$ cat src/rtl/pc_gen_if.sv
// Fetch-stage next-PC control bundle: hazard/EX/predecode requests in,
// fetch address and RAS status out.
interface pc_gen_if #(
  parameter int unsigned ADDR_WIDTH = 32
);
  logic                  stall_i;
  logic                  flush_i;
  logic [ADDR_WIDTH-1:0] flush_target_i;
  logic                  trap_i;
  logic [ADDR_WIDTH-1:0] trap_vector_i;
  logic                  call_i;
  logic [ADDR_WIDTH-1:0] call_target_i;
  logic                  ret_i;
  logic [ADDR_WIDTH-1:0] pc_o;
  logic                  redirect_o;
  logic                  ras_empty_o;
  logic                  ras_full_o;

  // Requesters (hazard unit, EX, predecoder) drive; fetch address flows back.
  modport master (
    output stall_i, flush_i, flush_target_i, trap_i, trap_vector_i,
           call_i, call_target_i, ret_i,
    input  pc_o, redirect_o, ras_empty_o, ras_full_o
  );

  modport slave (
    input  stall_i, flush_i, flush_target_i, trap_i, trap_vector_i,
           call_i, call_target_i, ret_i,
    output pc_o, redirect_o, ras_empty_o, ras_full_o
  );
endinterface

$ cat src/rtl/pc_gen.sv
// Next-PC generator for fetch: prioritised source select (trap > flush >
// stall > ret > call > sequential) with a small circular return-address stack.
// All state updates on the falling clock edge.
module pc_gen #(
  parameter int unsigned                  ADDR_WIDTH   = 32,
  parameter logic [ADDR_WIDTH-1:0]        RESET_VECTOR = '0,
  parameter int unsigned                  INC          = 4,
  parameter int unsigned                  RAS_DEPTH    = 4
) (
  input  logic     clk_i,
  input  logic     rst_ni,
  pc_gen_if.slave  bus
);

  localparam int unsigned PW = (RAS_DEPTH > 1) ? $clog2(RAS_DEPTH) : 1;
  localparam int unsigned CW = $clog2(RAS_DEPTH + 1);
  localparam logic [CW-1:0] CNT_FULL = CW'(RAS_DEPTH);

  logic [ADDR_WIDTH-1:0] pc_q, pc_d;
  logic                  redirect_q, redirect_d;
  logic [PW-1:0]         tos_q, tos_d;
  logic [CW-1:0]         cnt_q, cnt_d;
  logic [ADDR_WIDTH-1:0] ras_q [RAS_DEPTH];
  logic [ADDR_WIDTH-1:0] ras_d [RAS_DEPTH];
  logic [ADDR_WIDTH-1:0] pc_inc;

  // Sequential address wraps modulo 2^ADDR_WIDTH by truncation.
  assign pc_inc = pc_q + ADDR_WIDTH'(INC);

  // Next-PC priority select and RAS push/pop bookkeeping.
  always_comb begin
    pc_d       = pc_q;
    redirect_d = 1'b0;
    tos_d      = tos_q;
    cnt_d      = cnt_q;
    ras_d      = ras_q;
    if (bus.trap_i) begin
      pc_d       = bus.trap_vector_i;
      cnt_d      = '0;
      redirect_d = 1'b1;
    end else if (bus.flush_i) begin
      pc_d       = bus.flush_target_i;
      redirect_d = 1'b1;
    end else if (bus.stall_i) begin
      // hold everything; call/ret are ignored while stalled
    end else if (bus.ret_i) begin
      // ret wins over a simultaneous call; empty stack falls back to pc+INC
      if (cnt_q != '0) begin
        pc_d  = ras_q[tos_q];
        tos_d = tos_q - PW'(1);
        cnt_d = cnt_q - CW'(1);
      end else begin
        pc_d = pc_inc;
      end
    end else if (bus.call_i) begin
      // when full the push lands on the oldest entry; count saturates
      tos_d        = tos_q + PW'(1);
      ras_d[tos_d] = pc_inc;
      pc_d         = bus.call_target_i;
      if (cnt_q != CNT_FULL) cnt_d = cnt_q + CW'(1);
    end else begin
      pc_d = pc_inc;
    end
  end

  // Control state: PC, redirect flag, stack pointer and occupancy.
  always_ff @(negedge clk_i or negedge rst_ni) begin
    if (!rst_ni) begin
      pc_q       <= RESET_VECTOR;
      redirect_q <= 1'b0;
      tos_q      <= '0;
      cnt_q      <= '0;
    end else begin
      pc_q       <= pc_d;
      redirect_q <= redirect_d;
      tos_q      <= tos_d;
      cnt_q      <= cnt_d;
    end
  end

  // Stack entries carry no reset; occupancy alone defines validity.
  always_ff @(negedge clk_i) begin
    ras_q <= ras_d;
  end

  assign bus.pc_o        = pc_q;
  assign bus.redirect_o  = redirect_q;
  assign bus.ras_empty_o = (cnt_q == '0);
  assign bus.ras_full_o  = (cnt_q == CNT_FULL);

endmodule

$ cat src/flat_wrapper.sv
// flat-port wrapper written by rule: the top's interface ports become plain ports
module pc_gen_flat 
#(
  parameter int unsigned                  ADDR_WIDTH   = 32,
  parameter logic [ADDR_WIDTH-1:0]        RESET_VECTOR = '0,
  parameter int unsigned                  INC          = 4,
  parameter int unsigned                  RAS_DEPTH    = 4
)
  (clk_i, rst_ni, bus_stall_i, bus_flush_i, bus_flush_target_i, bus_trap_i, bus_trap_vector_i, bus_call_i, bus_call_target_i, bus_ret_i, bus_pc_o, bus_redirect_o, bus_ras_empty_o, bus_ras_full_o);
  pc_gen_if #(.ADDR_WIDTH(ADDR_WIDTH)) bus_i ();
  input  logic clk_i;
  input  logic rst_ni;
  input wire logic [$bits(bus_i.stall_i)-1:0] bus_stall_i;
  input wire logic [$bits(bus_i.flush_i)-1:0] bus_flush_i;
  input wire logic [$bits(bus_i.flush_target_i)-1:0] bus_flush_target_i;
  input wire logic [$bits(bus_i.trap_i)-1:0] bus_trap_i;
  input wire logic [$bits(bus_i.trap_vector_i)-1:0] bus_trap_vector_i;
  input wire logic [$bits(bus_i.call_i)-1:0] bus_call_i;
  input wire logic [$bits(bus_i.call_target_i)-1:0] bus_call_target_i;
  input wire logic [$bits(bus_i.ret_i)-1:0] bus_ret_i;
  output wire logic [$bits(bus_i.pc_o)-1:0] bus_pc_o;
  output wire logic [$bits(bus_i.redirect_o)-1:0] bus_redirect_o;
  output wire logic [$bits(bus_i.ras_empty_o)-1:0] bus_ras_empty_o;
  output wire logic [$bits(bus_i.ras_full_o)-1:0] bus_ras_full_o;
  assign bus_i.stall_i = bus_stall_i;
  assign bus_i.flush_i = bus_flush_i;
  assign bus_i.flush_target_i = bus_flush_target_i;
  assign bus_i.trap_i = bus_trap_i;
  assign bus_i.trap_vector_i = bus_trap_vector_i;
  assign bus_i.call_i = bus_call_i;
  assign bus_i.call_target_i = bus_call_target_i;
  assign bus_i.ret_i = bus_ret_i;
  assign bus_pc_o = bus_i.pc_o;
  assign bus_redirect_o = bus_i.redirect_o;
  assign bus_ras_empty_o = bus_i.ras_empty_o;
  assign bus_ras_full_o = bus_i.ras_full_o;
  pc_gen #(.ADDR_WIDTH(ADDR_WIDTH), .RESET_VECTOR(RESET_VECTOR), .INC(INC), .RAS_DEPTH(RAS_DEPTH)) u_core (.clk_i(clk_i), .rst_ni(rst_ni), .bus(bus_i));
endmodule
$ cat config.mk
export PLATFORM = sky130hd
export DESIGN_NAME = pc_gen_flat
export DESIGN_NICKNAME = d
export VERILOG_FILES = /design/src/rtl/pc_gen_if.sv /design/src/rtl/pc_gen.sv /design/src/flat_wrapper.sv
export SDC_FILE = /design/constraint.sdc
export NUM_CORES = 1
export LEC_CHECK = 0
export BUFFER_PORTS_ARGS = -buffer_cell sky130_fd_sc_hd__clkbuf_2
export CAP_MARGIN = 0
export CELL_PAD_IN_SITES_DETAIL_PLACEMENT = 1
export CELL_PAD_IN_SITES_GLOBAL_PLACEMENT = 2
export CORE_MARGIN = 2
export CORE_UTILIZATION = 25
export DETAILED_ROUTE_END_ITERATION = 10
export PLACE_DENSITY_LB_ADDON = 0.1
export SLEW_MARGIN = 20
export SYNTH_ARGS = -nofsm -noshare
export SYNTH_HDL_FRONTEND = slang
export SYNTH_SLANG_ARGS = --single-unit
$ cat constraint.sdc
create_clock -name clk_i -period 5.05 [get_ports clk_i]
set_input_delay 0.505 -clock clk_i [delete_from_list [all_inputs] [get_ports clk_i]]
set_output_delay 0.505 -clock clk_i [all_outputs]
set_load 0.1 [all_outputs]
# Yosys cells after proc, flatten, opt, wreduce, memory -nomap -nowiden
# Index checks and enable logic that the tools add are counted.
# word_totals
ff_bits	166
inputBits	103
output_inout_bits	35
elab_cells	62
# classes
add_sub_neg	5
order_cmp	3
n_eq_ne	7
muxes	24
bitwise_logic	6
reduce_logical	9
# op_table
cell	n
2-to-1 mux 32 bit	9
bitwise mux 128 bit	1
binary-select mux 32 bit (select 2 bit)	1
demux 32 bit (select 2 bit)	1
adder 32 x 3 -> 32 bit (second input constant)	1
2-to-1 mux 3 bit	7
AND reduction 5 bit	3
nonzero test 3 bit	3
greater-or-equal comparator 3 bit (second input constant)	2
2-to-1 mux 2 bit	3
inequality test 2 x 1 -> 1 bit (second input constant)	3
inverter 2 -> 3 bit	2
inverter 1 bit	4
adder 3 x 1 -> 3 bit (second input constant)	1
== test 3 bit (second input constant)	1
logical NOT 3 bit	1
< comparator 3 x 1 -> 1 bit (second input constant)	1
inequality test 3 x 1 -> 1 bit (second input constant)	1
inequality test 3 x 2 -> 1 bit (second input constant)	1
inequality test 3 bit (second input constant)	1
subtractor 3 x 1 -> 3 bit (second input constant)	1
adder 2 x 1 -> 2 bit (second input constant)	1
2-to-1 mux 1 bit	2
nonzero test 2 bit	1
2 further kinds	2

# Depth between registers and ports, before layout
# Gate-level depths: netlist of run 1.
# depth
depth_word	9
mapped_depth	8
depth_no_buf	6

==> impl_metrics.ini, run 1 <==
[outcome]
status = completed

[timing]
skew_ns = 0.0817
worst_pin_slew_ns = 0.715
hold_violations = 0
rsz0062_at_grt = false
hold_slack_ns = 0.536
tns_ns = 0
setup_viol_count_final = 0
slew_violations = 0
relSlewSlack_pct = 52.2

[final_layout]
drive_gt1_share_pct = 30.8
area_delta_synth_final_pct = 31.3
post-route-util_pct = 33.1
nets = 1012
final_cells = 1358
num-fill-cells = 3596
diodes = 0

[worst_setup_path]
rr_startpoint = u_core.bus.pc_o[4]
crit_path_end = bus_ras_full_o
cp_max_fo = 5
rrSetupSlack_ns = 2.11
worstPathArrival_ns = 4.19
startpoint_type = flip-flop
reg2reg_depth = 5
critPathRequiredTime_ns = 4.55
end_kind = primary output
path_class = flip-flop to primary output
startpoint = u_core.cnt_q[2]
rr_endpoint = u_core.bus.pc_o[19]

[clock_network]
ctsHtreeMaxLevel = 4
clock_latency_ns = 0.48
cts_setup_buffers = 0
ctsHoldBuffers = 0
cts-root-buf = clkbuf_16
cts_tree = done
ctsResizeCount = 0
clock_path_buffers = 2
clock-sinks = 166
clk_pin_slew_ns = 0.06
numCtsBuffers = 17

[floorplan]
die-area_mm2 = 0.0340
core_mm2 = 0.0323
die_h_um = 184
die_w_um = 184
start_util_pct = 25.2
io_pins = 138
rows = 66

[grt]
grt_max_degree = 35
grt_pass1_vias = 7073
overflow = 0
grt.total_usage_pct = 19.2
grt_pass1_wl_mm = 46.7
antenna_found_initial = 1

[logic_synthesis]
yosysWarnings = 0
yosysSeqAreaShare_pct = 58.9
synth_edf_count = 128
ys_ff_latch = 166
synthSimpleGateAreaFrac_pct = 10.6
synth.area.mux_share_pct = 9.26
synth_fp_nets = 728
yosysUniqueCellTypes = 59
synthXorXnorAreaFrac_pct = 3.34
synth-adder-area-share_pct = 1.01
async_flop_share_pct = 22.9
synth-main-ff-cell = edfxtp_1
synth_compound_area_share_pct = 13.6
synth_cells = 619
synth_top_family_by_area = compound AO/OA/AOI/OAI gates
syn_area_mm2 = 0.00814
synth_area_per_cell_um2 = 13.1

[drt]
post-route-drc-count = 0
routedWlPerCell_um = 23.2
via_per_inst = 4.82
first_iter_violations = 352
routed_wl_mm = 31.5
final_antenna_net_count = 0
drt-pass1-iter-count = 4
vias = 6548

[place]
gp_congestion = 0.758
hpwl_mm = 22.4
dp.cells = 1199
portBuffers = 137

[flow_run]
cap_viol_max_count = 0

[power]
leakage_nw = 4.54
ir_drop_uv = 236
powerDensity_mw_per_mm2 = 429
p_total_mw = 4.59

[worst_hold_path]
hp-class = flip-flop to flip-flop
worst min path at each step:
| stage | from | end | cells after the start |
|---|---|---|---|
| after global routing | u_core.bus.pc_o[1] | u_core.ras_q[33] | 0 |
| after detailed placement | u_core.bus.pc_o[3] | u_core.bus.pc_o[3] | 2 |
| after global placement | u_core.bus.pc_o[31] | u_core.bus.pc_o[31] | 2 |
| final | u_core.bus.pc_o[0] | u_core.ras_q[64] | 0 |
| after CTS | u_core.bus.pc_o[0] | u_core.ras_q[64] | 0 |
| after floorplan | u_core.bus.pc_o[0] | u_core.bus.pc_o[0] | 1 |
cell usage in the layout (no fill, tap or decap), drive strengths merged, types with 11 or more instances in the layout:
master,netlist,layout
xor2,12,12
dfrtn,38,38
xnor2,19,19
nor3,11,11
o21ai,24,24
nand2,50,50
nor2b,11,11
edfxtp,128,128
nand3,11,11
buf,11,46
nand4,14,14
clkbuf,34,155
nor2,31,31
inv,18,154
o22ai,15,15
a221oi,15,15
mux4,32,32
a21oi,40,40
a31o,12,12
flip-flops by register name (all words and copies together), names as in the netlist:
signal,cells
u_core.cnt_q,3
u_core.ras_q,128
u_core.bus.redirect_o,1
u_core.tos_q,2
u_core.bus.pc_o,32
cells in the mapped netlist (all sizes together) (14+ instances only):
cell	n	area share, %
o22ai	15	1.2
nand4	14	1.6
xnor2	19	2.0
a21oi	40	2.5
clkbuf	34	1.6
nor2	31	1.4
nand2	50	2.3
o21ai	24	1.5
dfrtn	38	12
a221oi	15	1.6
inv	18	0.83
mux4	32	8.9
edfxtp	128	47
layout make-up:
cell class	count	area, um2	area share [%]
flip-flops and latches	166	4790	44.9
multi-input cells	390	3100	29.0
repair buffers	183	1090	10.2
clock inverters	142	643	6.02
well taps	442	553	5.18
clock buffers	18	439	4.11
inverters	17	63.8	0.597
metrics by stage:
stage / setup slack, ns / cell area [um2]
2_1_floorplan: 0.0677 / 8150
3_3_place_gp: 0.389 / 9610
3_5_place_dp: 0.324 / 9610
4_1_cts: 0.303 / 10700
5_1_grt: 0.234 / 10700
6_report: 0.353 / 10700
power breakdown:
part / switching (mW) / total [mW] / internal, mW
clock: 0.917 / 1.73 / 0.818
sequential: 0.105 / 1.69 / 1.58
combinational: 0.756 / 1.17 / 0.412
per-layer routing:
| layer | routed length [um] | global-route usage [%] | vias to the layer above |
|---|---|---|---|
| li1 | - | - | 2990 |
| met5 | 0 | 0 | - |
| met1 | 14500 | 26.3 | 3372 |
| met3 | 1090 | 2.55 | 26 |
| met4 | 493 | 5.09 | 0 |
| met2 | 15400 | 31.9 | 160 |
worst max-delay path: stages, from the launching register on:
cell and delay [ns]:
dfrtn_1 0.51, nor3b_2 0.24, clkbuf_2 0.50
cell families after synthesis:
family / Yosys count
flops: 166
simple gates: 160
compound gates: 158
buf+inv: 63
mux: 35
xor+xnor: 31
fa+ha+maj: 6
No activity file was read; power rests on OpenSTA's default activity.
==> inputs of run 2 (changes only) <==
PLACE_DENSITY_LB_ADDON = 0.15   (was 0.1)
==> run 2 against run 1 <==
Against the previous run:
- global-route usage is 0.30 points lower
- setup slack worse by 0.028 ns
- via count is 0.21% higher
- combinational power hardly changed
- final cell count is 0.88% higher
- core utilization is 0.32 points higher
- clock power hardly changed
- critical endpoint unchanged
- highest routed layer unchanged
==> impl_metrics.ini, run 2 (same netlist as run 1, synthesis figures left out) <==
[clock_network]
cts-root-buf = clkbuf_16
clk_pin_slew_ns = 0.05
ctsHtreeMaxLevel = 4
clock_path_buffers = 2
cts_tree = done
cts_setup_buffers = 0
ctsHoldBuffers = 0
numCtsBuffers = 17
clock_latency_ns = 0.47
clock-sinks = 166
ctsResizeCount = 0

[worst_hold_path]
hold_start = u_core.bus.pc_o[3]
hp-class = flip-flop to flip-flop
holdPathEnd = u_core.bus.pc_o[3]
hold_depth = 2

[floorplan]
core_mm2 = 0.0323
rows = 66
die_w_um = 184
io_pins = 138
die-area_mm2 = 0.0340
die_h_um = 184
start_util_pct = 25.2

[timing]
hold_violations = 0
hold_slack_ns = 0.507
fin_ws_ns = 0.326
skew_ns = 0.0756
relSlewSlack_pct = 40.2
slew_violations = 0
setup_viol_count_final = 0
worst_pin_slew_ns = 0.897
rsz0062_at_grt = false
tns_ns = 0

[final_layout]
nets = 1024
num-fill-cells = 3608
final_cells = 1370
largest_reg_flops = 128
final_area_mm2 = 0.0108
layout_common_cells = inv_1 (145), clkbuf_2 (137), edfxtp_1 (128), buf_4 (51), nand2_1 (50)
drive_gt1_share_pct = 31.6
area_delta_synth_final_pct = 32.5
final_common_cell = inv_1
post-route-util_pct = 33.4
diodes = 0
top_register = u_core.ras_q

[place]
pre_cts_ws_ns = 0.301
gp_congestion = 0.813
dpl-instance-area_mm2 = 0.00972
portBuffers = 137
hpwl_mm = 23.2
dp.cells = 1211

[drt]
vias = 6562
routed_wl_mm = 31.1
first_iter_violations = 334
via_per_inst = 4.79
drt-pass1-iter-count = 5
routedWlPerCell_um = 22.7
final_antenna_net_count = 0
post-route-drc-count = 0

[worst_setup_path]
critPathRequiredTime_ns = 4.55
rrSetupSlack_ns = 2.19
path_class = flip-flop to primary output
startpoint_type = flip-flop
reg2reg_depth = 5
rr_startpoint = u_core.tos_q[0]
cp_max_fo = 5
rr_endpoint = u_core.bus.pc_o[24]
worstPathArrival_ns = 4.22
end_kind = primary output

[grt]
grt_pass1_wl_mm = 46.0
grt_max_degree = 31
overflow = 0
antenna_found_initial = 1
grt_pass1_vias = 7161
grt.total_usage_pct = 18.9

[power]
p_total_mw = 4.59
powerDensity_mw_per_mm2 = 425
ir_drop_uv = 203
leakage_nw = 4.60

[flow_run]
cap_viol_max_count = 0

[outcome]
status = completed
-- run 2: changes by cell type in the layout (fill, tap and decap cells not counted) --
cell / delta
buf_4: +10
buf_12: +2
inv_8: -4
clkbuf_1: +1
inv_4: +2
inv_12: +1
-- run 2: worst max-delay path by stage --
stage                                from          endpoint  slack, ns  depth (start not counted)
after floorplan               bus_flush_i   u_core.ras_q[0]       0.07                          6
after global placement        bus_flush_i  u_core.ras_q[61]       0.35                          6
after detailed placement      bus_flush_i  u_core.ras_q[34]       0.30                          6
after CTS                 u_core.cnt_q[2]    bus_ras_full_o       0.33                          2
after global routing      u_core.cnt_q[2]    bus_ras_full_o       0.28                          2
final                     u_core.cnt_q[2]    bus_ras_full_o       0.33                          2
-- run 2: layout make-up --
class                           instances  area (um2)  area share, %
Inverter                               17        63.8          0.592
Clock inverter                        141         627           5.81
Timing Repair Buffer                  195        1210           11.2
Tap cell                              442         553           5.13
Sequential cell                       166        4790           44.4
Multi-Input combinational cell        390        3100           28.7
Clock buffer                           19         443           4.11
-- run 2: layer usage --
layer  global-route usage, %  up-vias  share of wire, %
met1                    24.9     3373                45
met3                    3.60       23               4.1
met2                    31.2      154                49
li1                        -     3012                 -
met4                    6.08        0               1.7
met5                       0        -                 0
-- run 2: power breakdown --
group / internal, mW / switching, mW
clock: 0.811 / 0.888
sequential: 1.58 / 0.133
combinational: 0.430 / 0.743
total: 2.82 / 1.76
-- run 2: worst max-delay path: stages, from the launching register on --
cell      delay (ns)
dfrtn_1         0.51
nor3b_2         0.27
clkbuf_2        0.51
==> inputs of run 3 (changes only) <==
ABC_AREA = 0   (was not set)
CORE_UTILIZATION = 40   (was 25)
==> run 3 against run 2 <==
Against the previous run:
- final cell count decreased by 14%
- via count up 1.5%
- sequential share of layout area up 1.7 points
- clock power about the same
- register-to-register slack improved by 0.02 ns
==> impl_metrics.ini, run 3 (same netlist as run 1, synthesis figures left out) <==
[place]
hpwl_mm = 19.5
dp.cells = 1022
portBuffers = 137
gp_congestion = 0.866

[grt]
grt.total_usage_pct = 27.2
antenna_found_initial = 0
overflow = 0
grt_max_degree = 26
grt_pass1_wl_mm = 43.0
grt_pass1_vias = 7156

[worst_setup_path]
cp_max_fo = 5
cp_top_family = flip-flops
startpoint_type = flip-flop
max_stage_delay_ns = 0.55
path_class = flip-flop to primary output
path_buf_inv = 1
critPathRequiredTime_ns = 4.55
worstPathArrival_ns = 4.29
slowest_stage = dfrtn_1
end_kind = primary output
path_cells = nor3b_2 -> clkbuf_2

[drt]
via_per_inst = 5.64
met2WireLength_mm = 14.3
vias = 6662
drt-pass1-iter-count = 5
post-route-drc-count = 0
final_antenna_net_count = 0
first_iter_violations = 421
routed_wl_mm = 28.7
met3_wirelength_mm = 1.53
routedWlPerCell_um = 24.3
dr.max_layer_used = met4
wirelength_met1_mm = 12.1

[timing]
hold_violations = 0
relSlewSlack_pct = 21.1
rsz0062_at_grt = false
tns_ns = 0
slew_violations = 0
skew_ns = 0.0734
setup_viol_count_final = 0
worst_pin_slew_ns = 1.18

[final_layout]
area_delta_synth_final_pct = 27.7
final_cells = 1181
top_register = u_core.ras_q
seq_area_mm2 = 0.00479
layout_common_cells = inv_1 (146), clkbuf_2 (137), edfxtp_1 (128), nand2_1 (50), a21oi_1 (40)
nets = 1007
multi_input_comb_area_mm2 = 0.00310
diodes = 0
final_common_cell = inv_1
largest_reg_flops = 128
drive_gt1_share_pct = 30.3
num-fill-cells = 2150

[floorplan]
start_util_pct = 40.5
core_mm2 = 0.0201
rows = 52
die-area_mm2 = 0.0215
die_h_um = 147
die_w_um = 147
io_pins = 138

[clock_network]
ctsResizeCount = 0
clock_path_buffers = 2
clk_pin_slew_ns = 0.05
clock_latency_ns = 0.48
cts_setup_buffers = 0
clock-sinks = 166
cts-root-buf = clkbuf_16
cts_tree = done
ctsHtreeMaxLevel = 4
ctsHoldBuffers = 0
numCtsBuffers = 17

[flow_run]
cap_viol_max_count = 0

[power]
ir_drop_uv = 256
leakage_nw = 4.50
powerDensity_mw_per_mm2 = 435

[outcome]
status = completed

[worst_hold_path]
hp-class = flip-flop to flip-flop
run 3: worst reg2reg max path, delay by kind of cell, from the launching register on:
kind | cells | cell delay [ns]
buffers and inverters | 1 | 0.34
AO/OA/AOI/OAI | 3 | 0.80
multiplexers | 1 | 0.57
flip-flops | 1 | 0.99
run 3: stage by stage:
stage          hold WS (ns)  worst slack, ns  power, mW  instance area [um2]  util [%]
2_1_floorplan         0.512           0.0677       2.68                 8150         -
3_3_place_gp          0.474            0.346       2.99                 9350      46.5
3_5_place_dp          0.502            0.255       3.01                 9350      46.5
4_1_cts               0.502            0.271       4.55                10400      51.7
5_1_grt               0.528            0.201       4.75                10400      51.7
6_report              0.488            0.257       4.52                10400      51.7
run 3: layout make-up:
class / count / area share (%)
inverter: 17 / 0.614
clock buffer: 17 / 4.09
sequential: 166 / 46.1
clock inverter: 143 / 5.97
tap: 270 / 3.25
multi-input combinational: 390 / 29.8
timing repair buffer: 178 / 10.2
run 3: power breakdown:
| part | switching (mW) | internal (mW) | total (mW) |
|---|---|---|---|
| clock | 0.882 | 0.785 | 1.67 |
| sequential | 0.147 | 1.58 | 1.73 |
| combinational | 0.702 | 0.421 | 1.12 |
run 3: path summary, 6_finish.rpt:
kind	startpoint	end	slack [ns]	cells after the start
max	u_core.cnt_q[2]	bus_ras_full_o	0.26	2
min	u_core.bus.pc_o[3]	u_core.bus.pc_o[3]	0.49	2
max reg2reg	u_core.tos_q[0]	u_core.bus.pc_o[18]	2.21	5
min reg2reg	u_core.bus.pc_o[3]	u_core.bus.pc_o[3]	0.49	2
max in group asynchronous	rst_ni	u_core.bus.pc_o[29]	1.75	2
min in group asynchronous	rst_ni	u_core.bus.pc_o[27]	2.56	1
run 3: metal layers:
layer,GRT usage (%),vias up
li1,-,2979
met1,35.2,3412
met2,45.7,230
met3,5.09,41
met4,10.4,0
met5,0,-
